## config.mk

```make
export PLATFORM = sky130hd
export DESIGN_NAME = tdm_demux16
export DESIGN_NICKNAME = d
export VERILOG_FILES = /design/src/rtl/tdm_demux16_pkg.sv /design/src/rtl/tdm_demux16_demux1x16.sv /design/src/rtl/tdm_demux16.sv
export SDC_FILE = /design/constraint.sdc
export NUM_CORES = 1
export LEC_CHECK = 0
export ABC_CLOCK_PERIOD_IN_PS = 3500
export BUFFER_PORTS_ARGS = -buffer_cell sky130_fd_sc_hd__buf_2
export CORE_MARGIN = 2
export CORE_UTILIZATION = 40
export DETAILED_ROUTE_END_ITERATION = 12
export GPL_TIMING_DRIVEN = 0
export PLACE_DENSITY = 0.61
export SLEW_MARGIN = 10
export SYNTH_ARGS = -nofsm -noshare
export SYNTH_HDL_FRONTEND = slang
export SYNTH_SLANG_ARGS = --single-unit
```

## constraint.sdc

```tcl
create_clock -name clk -period 3.5 [get_ports clk]
set_input_delay 0.35 -clock clk [delete_from_list [all_inputs] [get_ports clk]]
set_output_delay 0.35 -clock clk [all_outputs]
set_load 0.005 [all_outputs]
```

## src/rtl/tdm_demux16_pkg.sv

```systemverilog
// Shared TDM frame constants, also used by the 16:1 mux blocks that produce the serial stream.
// Holds the slot count, slot index width and lock-state encodings.
package tdm_demux16_pkg;
   localparam int N_CH  = 16;
   localparam int SEL_W = 4;

   localparam logic [0:0] ST_UNLOCKED = 1'b0;
   localparam logic [0:0] ST_LOCKED   = 1'b1;
endpackage

```

## src/rtl/tdm_demux16_demux1x16.sv

```systemverilog
// Slot decoder: turns a slot index plus enable into a one-hot shadow write enable.
// Purely combinational, zero latency; there is no backpressure.
module demux1x16 #(
   parameter int N_CH  = tdm_demux16_pkg::N_CH,
   parameter int SEL_W = tdm_demux16_pkg::SEL_W
) (
   input  logic [SEL_W-1:0] sel,
   input  logic             en,
   output logic [N_CH-1:0]  we
);

   always_comb begin
      we = '0;
      if (en) we[sel] = 1'b1;
   end

endmodule

```

## src/rtl/tdm_demux16.sv

```systemverilog
// Serial TDM to parallel frame demultiplexer with sync-based frame lock.
// A frame appears on out_data one cycle after its last slot is sampled; the block cannot stall its input.
module tdm_demux16 #(
   parameter int N_CH  = tdm_demux16_pkg::N_CH,
   parameter int SEL_W = tdm_demux16_pkg::SEL_W
) (
   input  logic             clk,
   input  logic             rst,
   input  logic             in_bit,
   input  logic             in_valid,
   input  logic             in_sync,
   output logic [N_CH-1:0]  out_data,
   output logic             out_valid,
   output logic [SEL_W-1:0] slot,
   output logic             locked,
   output logic             sync_err
);
   import tdm_demux16_pkg::*;

   logic [0:0]       state;
   logic [N_CH-1:0]  shadow;
   logic [N_CH-1:0]  we;
   logic [SEL_W-1:0] wr_sel;
   logic             wr_en;
   logic             resync;
   logic             frame_end;

   assign locked = (state == ST_LOCKED);

   // A sync beat always lands in slot 0, whatever the counter says.
   assign wr_en     = in_valid & (locked | in_sync);
   assign wr_sel    = in_sync ? '0 : slot;
   assign resync    = in_valid & in_sync & locked & (slot != '0);
   assign frame_end = in_valid & locked & ~in_sync & (slot == SEL_W'(N_CH - 1));

   demux1x16 #(
      .N_CH  (N_CH),
      .SEL_W (SEL_W)
   ) u_demux (
      .sel (wr_sel),
      .en  (wr_en),
      .we  (we)
   );

   always_ff @(posedge clk) begin
      if (rst) begin
         state     <= ST_UNLOCKED;
         slot      <= '0;
         shadow    <= '0;
         out_data  <= '0;
         out_valid <= 1'b0;
         sync_err  <= 1'b0;
      end else begin
         out_valid <= frame_end;
         sync_err  <= resync;
         if (wr_en) begin
            // A mid-frame sync drops every bit gathered so far.
            for (int i = 0; i < N_CH; i++) begin
               if (we[i])       shadow[i] <= in_bit;
               else if (resync) shadow[i] <= 1'b0;
            end
            state <= ST_LOCKED;
            if (in_sync)        slot <= SEL_W'(1);
            else if (frame_end) slot <= '0;
            else                slot <= slot + SEL_W'(1);
         end
         if (frame_end) out_data <= {in_bit, shadow[N_CH-2:0]};
      end
   end

endmodule

```

==> impl_summary.log, run 1 <==
[metrics] nets in the synthesized netlist: approximately 230
[metrics] post-synthesis cell count: between 200 and 250
[metrics] sinks on the clock net: 38
[metrics] length in cells of the worst reg-to-reg path: 5
[metrics] # rows: 24
[metrics] number of global-route vias before repair: 1527
[metrics] peak fanout along the critical path: 10
[metrics] Pins Over Slew Limit: 0
[metrics] number of synthesized register bits: 38
[metrics] total number of cells along the worst setup path: 5
[metrics] Worst Tran Pin Value: approximately 0.56 ns
[metrics] count of antenna diodes in the layout: 0
[metrics] drt wl/cell: around 15 um
[metrics] CP max-delay cell: sky130_fd_sc_hd__dfxtp_1
[metrics] area leader, netlist: sky130_fd_sc_hd__dfxtp_1
[metrics] final worst path period need: 1.850 ns
[metrics] IO Port Bufs: 27
[metrics] proportion of synthesized chip area in sequential cells: 0.4122
[metrics] initial drt markers: 43
[metrics] count of cell types in the netlist: 40
[metrics] Die H: about 70 um
[metrics] post_cts resized: 0
[metrics] Yosys warning count: 0
[metrics] EDFF count, synth: 0
[metrics] critical path data required time: between 3 and 4 ns
[metrics] leading post-synthesis cells by cell area: sky130_fd_sc_hd__dfxtp_1, sky130_fd_sc_hd__nand3_1, sky130_fd_sc_hd__a21oi_1, sky130_fd_sc_hd__o41ai_1, sky130_fd_sc_hd__o21ai_0
[metrics] Antenna Violating Nets Remaining: 0
[metrics] highest clock frequency the design can meet: between 0.5 and 0.6 GHz
[metrics] post-detailed-route DRC marker count: 0
[metrics] period utilization: 0.5286
[metrics] number of optimization iterations in the first detailed-route pass: 4
[metrics] Post-CTS Hold Fix Bufs: 0
[metrics] H-tree depth: 2
[metrics] Final Non-Filler Cells: around 300
[metrics] highest ir drop seen on vdd: approximately 0.00021 V
[metrics] number of max-cap violations: 0
[metrics] die extent in x: roughly 72 um
[metrics] fraction of layout instances using a drive strength above 1: 0.2341
[metrics] TritonCTS clock tree: built
[metrics] Final Cell Area: roughly 2100 um2
[metrics] cell at the root of the clock tree: sky130_fd_sc_hd__clkbuf_8
[metrics] start point of the critical path: slot[0]$_SDFFE_PP0P_
[metrics] maximum clock path buffer count: 2
[metrics] sum of internal, switching and leakage power: about 780 uW
[metrics] fraction of post-synthesis cell area in the top cell type by area: 0.4122
[metrics] critical path class: register to register
[metrics] critical-path cell list: ha_1 -> nand3_1 -> clkbuf_1 -> o21ai_0 -> a21oi_1
[metrics] Total Routing Usage GR: 0.1861
[metrics] initial antenna violation count: 0
[metrics] flop2flop setup slack: 1.65 ns
[metrics] worst-case clock skew: approximately 0.0041 ns
[metrics] outcome: complete, no violations
[metrics] number of failing setup endpoints in the final timing report: 0
[metrics] summed negative setup slack over all endpoints: 0 ns
[metrics] Vias/cell: between 5 and 6
[metrics] total length of routed wires: about 4.5 mm
[metrics] area of the die: 5173 um2
[metrics] Critical path destination: out_data[12]$_SDFFE_PP0P_
[metrics] Inserted Clock Buffers: 5
[metrics] Critical path buffers and inverters: 1
[metrics] clock input transition at the sequential cells of the worst setup and hold paths: 0.07 ns
[metrics] endpoint kind of the worst setup timing path: register
[metrics] number of cells in the design after placement: approximately 300
[metrics] number of hold-slack violations in the final timing report: 0
[metrics] post-placement cell area: 2046 um2
[metrics] most common flop cell mapped by yosys: sky130_fd_sc_hd__dfxtp_1
[metrics] slowest cell delay on critical path: 0.49 ns
[metrics] GRT Residual Overflow: 0
[metrics] number of top-level design ports: 28
[metrics] Critical Path AT: about 2 ns
[metrics] Placeable Area: around 4400 um2
[metrics] via count of the routed design: ~1700
[metrics] worst hold margin: around 0.34 ns
[metrics] Async SR Flop Fraction: 0
[metrics] Avg Inst Size Synth: approximately 8.4 um2
[metrics] maximum number of pins on one net before global-route repair: 11
[metrics] P_leak: about 0.82 nW
[metrics] Min-Delay Startpoint: in_bit
[metrics] remaining max-slew budget at the tightest pin: 0.6242
[metrics] power per cell area: between 300 and 400 nW/um2
[metrics] wire length of the first global-routing pass: 7.355 mm
[metrics] nets@finish: 260
[metrics] RR Endpoint: out_data[12]$_SDFFE_PP0P_
[metrics] area growth from synthesis to layout: 15.32%
[metrics] initial core utilization: 0.4181
[metrics] number of buffers inserted to repair setup after CTS: 0
[metrics] source-to-sink clock delay at the later pin of the worst-skew pair: approximately 0.28 ns
[metrics] placer's final routability congestion estimate: 0.8885
[metrics] summed instance area of the synthesized netlist: roughly 1800 um2
[metrics] unrepaired setup endpoints after global routing: no
[metrics] crit path launch type: register
[metrics] largest delay contributor family on the critical path: flip-flops
[metrics] dpl hpwl: approximately 3.3 mm
[metrics] worst hold path type: input port to register
[metrics] FF-to-FF Start: slot[0]$_SDFFE_PP0P_
==> cell families after synthesis <==
| logic type | share of synthesized area |
|---|---|
| adder cells (fa/ha/maj) | 0.01356 |
| AO/OA/AOI/OAI | 0.2122 |
| buffers and inverters | 0.09830 |
| multiplexers | 0.006101 |
| AND/OR/NAND/NOR | 0.2576 |
| flip-flops | 0.4122 |
==> cell usage after synthesis (2+ instances only) <==
cell,instances
sky130_fd_sc_hd__o41ai_1,11
sky130_fd_sc_hd__o41ai_2,3
sky130_fd_sc_hd__dfxtp_1,38
sky130_fd_sc_hd__ha_1,2
sky130_fd_sc_hd__o21ai_0,18
sky130_fd_sc_hd__buf_4,2
sky130_fd_sc_hd__nand3_1,31
sky130_fd_sc_hd__a21oi_1,23
sky130_fd_sc_hd__and2_1,2
sky130_fd_sc_hd__clkbuf_2,3
sky130_fd_sc_hd__and4b_1,3
sky130_fd_sc_hd__nand4b_1,4
sky130_fd_sc_hd__and4bb_2,2
sky130_fd_sc_hd__nand2_1,3
sky130_fd_sc_hd__nor2b_1,5
sky130_fd_sc_hd__clkbuf_1,6
sky130_fd_sc_hd__buf_2,10
sky130_fd_sc_hd__inv_1,18
sky130_fd_sc_hd__and3_1,2
sky130_fd_sc_hd__nor2_1,13
==> metrics by stage <==
| step | util | setup WS, ns |
|---|---|---|
| after floorplan | - | 2.001 |
| after global placement | 0.4634 | 1.704 |
| after detailed placement | 0.4634 | 1.667 |
| after CTS | 0.4821 | 1.647 |
| after global routing | 0.4821 | 1.409 |
| final | 0.4821 | 1.650 |
==> where the power goes <==
group          switching [mW]  internal [mW]  leakage (nW)
clock network           0.144          0.152        0.0431
registers             0.00372          0.435         0.307
logic                  0.0314         0.0169         0.470
total                   0.179          0.604         0.819
==> worst min path at each step <==
stage / end / depth (start not counted)
2_1_floorplan: shadow[7]$_SDFFE_PP0P_ / 2
3_3_place_gp: shadow[5]$_SDFFE_PP0P_ / 2
3_5_place_dp: shadow[10]$_SDFFE_PP0P_ / 2
4_1_cts: out_data[15]$_SDFFE_PP0P_ / 3
5_1_grt: out_data[15]$_SDFFE_PP0P_ / 3
6_report: out_data[15]$_SDFFE_PP0P_ / 3
==> worst min-delay path, stage by stage <==
cell,delay [ns]
sky130_fd_sc_hd__buf_2,0.12
sky130_fd_sc_hd__nand3_1,0.06
sky130_fd_sc_hd__a21oi_1,0.05
==> cells in the final DEF, fill, tap and decap left out, types with 4 or more instances in the layout <==
| master | instances |
|---|---|
| sky130_fd_sc_hd__nor2b_1 | 5 |
| sky130_fd_sc_hd__clkbuf_1 | 6 |
| sky130_fd_sc_hd__nor2_1 | 13 |
| sky130_fd_sc_hd__a21oi_1 | 23 |
| sky130_fd_sc_hd__nand4b_1 | 4 |
| sky130_fd_sc_hd__dfxtp_1 | 38 |
| sky130_fd_sc_hd__clkbuf_8 | 6 |
| sky130_fd_sc_hd__nand3_1 | 31 |
| sky130_fd_sc_hd__buf_2 | 37 |
| sky130_fd_sc_hd__o21ai_0 | 18 |
| sky130_fd_sc_hd__o41ai_1 | 11 |
| sky130_fd_sc_hd__inv_1 | 18 |
==> layout make-up <==
cell class                 count  area, um2
buffer                        22      113.9
clock buffer                   6      82.58
fill                         461       2286
inverter                      18      67.56
multi-input combinational    141      903.4
sequential                    38      760.7
tap                           52      65.06
timing repair buffer          27      135.1
==> flip-flops by register name, indices dropped and copies added (netlist names) <==
name and count:
locked 1, shadow 15, out_valid 1, out_data 16, slot 4, sync_err 1
==> per-layer routing <==
metal | global-route usage | wire length [um] | vias to the layer above
met3 | 0.04583 | 185 | 5
met5 | 0 | 0 | -
li1 | - | - | 854
met1 | 0.2448 | 2183 | 805
met4 | 0.05031 | 48 | 0
met2 | 0.3066 | 2119 | 35
Power figures use the tool's default switching activity.
==> run 2: changes to the inputs <==
--- a/config.mk
+++ b/config.mk
@@ -5,7 +5,7 @@
 export SDC_FILE = /design/constraint.sdc
 export NUM_CORES = 1
 export LEC_CHECK = 0
-export ABC_CLOCK_PERIOD_IN_PS = 3500
+export ABC_CLOCK_PERIOD_IN_PS = 1900
 export BUFFER_PORTS_ARGS = -buffer_cell sky130_fd_sc_hd__buf_2
 export CORE_MARGIN = 2
 export CORE_UTILIZATION = 40
==> constraint.sdc (replaced) <==
create_clock -name clk -period 1.9 [get_ports clk]
set_input_delay 0.19 -clock clk [delete_from_list [all_inputs] [get_ports clk]]
set_output_delay 0.19 -clock clk [all_outputs]
set_load 0.005 [all_outputs]
==> run 2 against run 1 <==
Critical path depth up 1. Clock power up 84%. Highest routed layer unchanged. Critical path type unchanged. Global-route usage unchanged. Largest cell class unchanged. Sequential cell count unchanged. Combinational power up 84%. Count of clock-buffer cells in the layout unchanged. Maximum frequency up 5.4%.
==> impl_summary.log, run 2 (same netlist as run 1, synthesis figures left out) <==
[metrics] number of hold-slack violations in the final timing report: 0 (unchanged)
[metrics] met3 track demand over resource in global routing: 0.04583 (unchanged)
[metrics] H-tree depth: 2 (unchanged)
[metrics] Placeable Area: 4414 um2 (unchanged)
[metrics] worst-case clock skew: 0.006572 ns (+0.002466 ns)
[metrics] placer's final routability congestion estimate: 0.8885 (unchanged)
[metrics] unrepaired setup endpoints after global routing: no
[metrics] met1 layer usage reported by global route: 0.2448 (unchanged)
[metrics] fraction of layout instances using a drive strength above 1: 0.2430 (+0.008901)
[metrics] initial antenna violation count: 0 (unchanged)
[metrics] register area: 762.0 um2 (+0.16%)
[metrics] Worst Tran Pin Value: 0.5700 ns (+0.008726 ns)
[metrics] number of failing setup endpoints in the final timing report: 0 (unchanged)
[metrics] cell at the root of the clock tree: sky130_fd_sc_hd__clkbuf_8
[metrics] Antenna Violating Nets Remaining: 0 (unchanged)
[metrics] most frequent cells in the layout: sky130_fd_sc_hd__buf_2, sky130_fd_sc_hd__dfxtp_1, sky130_fd_sc_hd__nand3_1, sky130_fd_sc_hd__a21oi_1
[metrics] final worst path period need: 1.755 ns (-0.09498 ns)
[metrics] clock input transition at the sequential cells of the worst setup and hold paths: 0.07 ns (about the same)
[metrics] remaining max-slew budget at the tightest pin: 0.6183 (-0.005843)
[metrics] summed negative setup slack over all endpoints: 0 ns (unchanged)
[metrics] total length of routed wires: 4.518 mm (-0.40%)
[metrics] P_leak: 0.8185 nW (-0.10%)
[metrics] area of the die: 5173 um2 (unchanged)
[metrics] via count of the routed design: 1699 (unchanged)
[metrics] registers with the most flip-flops: out_data x16, shadow x15, slot x4
[metrics] wire length of the first global-routing pass: 7.355 mm (unchanged)
[metrics] area growth from synthesis to layout: 15.46%
[metrics] post-detailed-route DRC marker count: 0 (unchanged)
[metrics] highest ir drop seen on vdd: 0.0003932 V (+86%)
[metrics] met2 Usage GRT: 0.3066 (unchanged)
[metrics] length in cells of the worst reg-to-reg path: 6 (+1)
[metrics] IO Port Bufs: 27 (unchanged)
[metrics] worst hold path depth: 3 (unchanged)
[metrics] initial drt markers: 43 (unchanged)
[metrics] Critical Path AT: 1.91 ns (-0.09 ns)
[metrics] Post-CTS Hold Fix Bufs: 0 (unchanged)
[metrics] number of optimization iterations in the first detailed-route pass: 4 (unchanged)
[metrics] maximum number of pins on one net before global-route repair: 11 (unchanged)
[metrics] number of flip-flops in the largest register: 16 (unchanged)
[metrics] Total Routing Usage GR: 0.1861 (unchanged)
[metrics] number of global-route vias before repair: 1527 (unchanged)
[metrics] TritonCTS clock tree: built
[metrics] largest reg by FF count: out_data
[metrics] busiest layer in global routing: met2
[metrics] nets@finish: 259 (-0.38%)
[metrics] sinks on the clock net: 38 (unchanged)
[metrics] number of top-level design ports: 28 (unchanged)
[metrics] post_cts resized: 0 (unchanged)
[metrics] die extent in x: 71.93 um (unchanged)
[metrics] power per cell area: 676.2 nW/um2 (+84%)
[metrics] GRT Residual Overflow: 0 (unchanged)
[metrics] source-to-sink clock delay at the later pin of the worst-skew pair: 0.28 ns (about the same)
[metrics] area taken by multi-input logic gates: 908.4 um2 (+0.55%)
[metrics] number of buffers inserted to repair setup after CTS: 0 (unchanged)
[metrics] number of max-cap violations: 0 (unchanged)
[metrics] highest clock frequency the design can meet: 0.5698 GHz (+5.4%)
[metrics] Die H: 71.93 um (unchanged)
[metrics] Inserted Clock Buffers: 5 (unchanged)
[metrics] worst hold path type: input port to register
[metrics] peak fanout along the critical path: 10 (unchanged)
[metrics] endpoint kind of the worst setup timing path: register
[metrics] crit path launch type: register
[metrics] outcome: complete, no violations
[metrics] initial core utilization: 0.4181 (unchanged)
[metrics] count of antenna diodes in the layout: 0 (unchanged)
[metrics] maximum clock path buffer count: 2 (unchanged)
[metrics] # rows: 24 (unchanged)
[metrics] Fillers: 463 (+0.43%)
[metrics] dpl hpwl: 3.252 mm (unchanged)
[metrics] Pins Over Slew Limit: 0 (unchanged)
[metrics] share of the core filled with cells: 0.4827 (+0.0005670)
[metrics] drt wl/cell: 14.91 um (about the same)
[metrics] critical path data required time: 2.05 ns (-1.60 ns)
[metrics] critical path class: register to register
[metrics] Vias/cell: 5.607 (+0.33%)
[metrics] period utilization: 0.9237 (+0.3951)
run 2: cell types whose count changed in the layout (fill, tap and decap cells not counted):
cell                       change
sky130_fd_sc_hd__nand3_1       -1
sky130_fd_sc_hd__nand3_2       +1
sky130_fd_sc_hd__dfxtp_1       -1
sky130_fd_sc_hd__dfxtp_2       +1
sky130_fd_sc_hd__clkbuf_1      -1
run 2: area by class of cell:
type | count | share of cell area
tap | 52 | 0.03053
inverter | 18 | 0.03171
sequential | 38 | 0.3576
buffer | 21 | 0.05167
multi-input combinational | 141 | 0.4263
clock buffer | 6 | 0.03876
timing repair buffer | 27 | 0.06342
run 2: path summary, 6_finish.rpt:
kind,from,to,slack (ns)
setup reg to reg,slot[1]$_SDFFE_PP0P_,shadow[6]$_SDFFE_PP0P_,0.14
hold / removal,in_bit,out_data[15]$_SDFFE_PP0P_,0.18
setup / recovery,slot[1]$_SDFFE_PP0P_,shadow[6]$_SDFFE_PP0P_,0.14
hold reg to reg,shadow[0]$_SDFFE_PP0P_,out_data[0]$_SDFFE_PP0P_,0.46
run 2: power breakdown:
part	internal [mW]	switching (mW)
logic	0.0311	0.0576
clock network	0.280	0.264
registers	0.801	0.00711
run 2: stage by stage:
step	setup WS [ns]	instance area, um2	total power, mW	hold slack (ns)	cells
after floorplan	0.4010	1846	0.8849	0.3377	219
after global placement	0.1044	2046	0.9136	0.4514	298
after detailed placement	0.06713	2046	0.9139	0.4525	298
after CTS	0.04695	2128	1.448	0.1838	304
after global routing	0.009371	2131	1.499	0.1921	303
final	0.1449	2131	1.441	0.1796	303
run 2: per-layer routing:
metal | up-vias | share of wire
met4 | 0 | 0.011
met2 | 31 | 0.47
li1 | 854 | -
met3 | 6 | 0.041
met5 | - | 0
met1 | 808 | 0.48
run 2: critical path, cell delays in order, from the launching register on:
cell,delay (ns)
sky130_fd_sc_hd__dfxtp_1,0.48
sky130_fd_sc_hd__buf_2,0.25
sky130_fd_sc_hd__inv_1,0.06
sky130_fd_sc_hd__ha_1,0.18
sky130_fd_sc_hd__a21oi_2,0.37
sky130_fd_sc_hd__buf_6,0.21
sky130_fd_sc_hd__o41ai_1,0.08
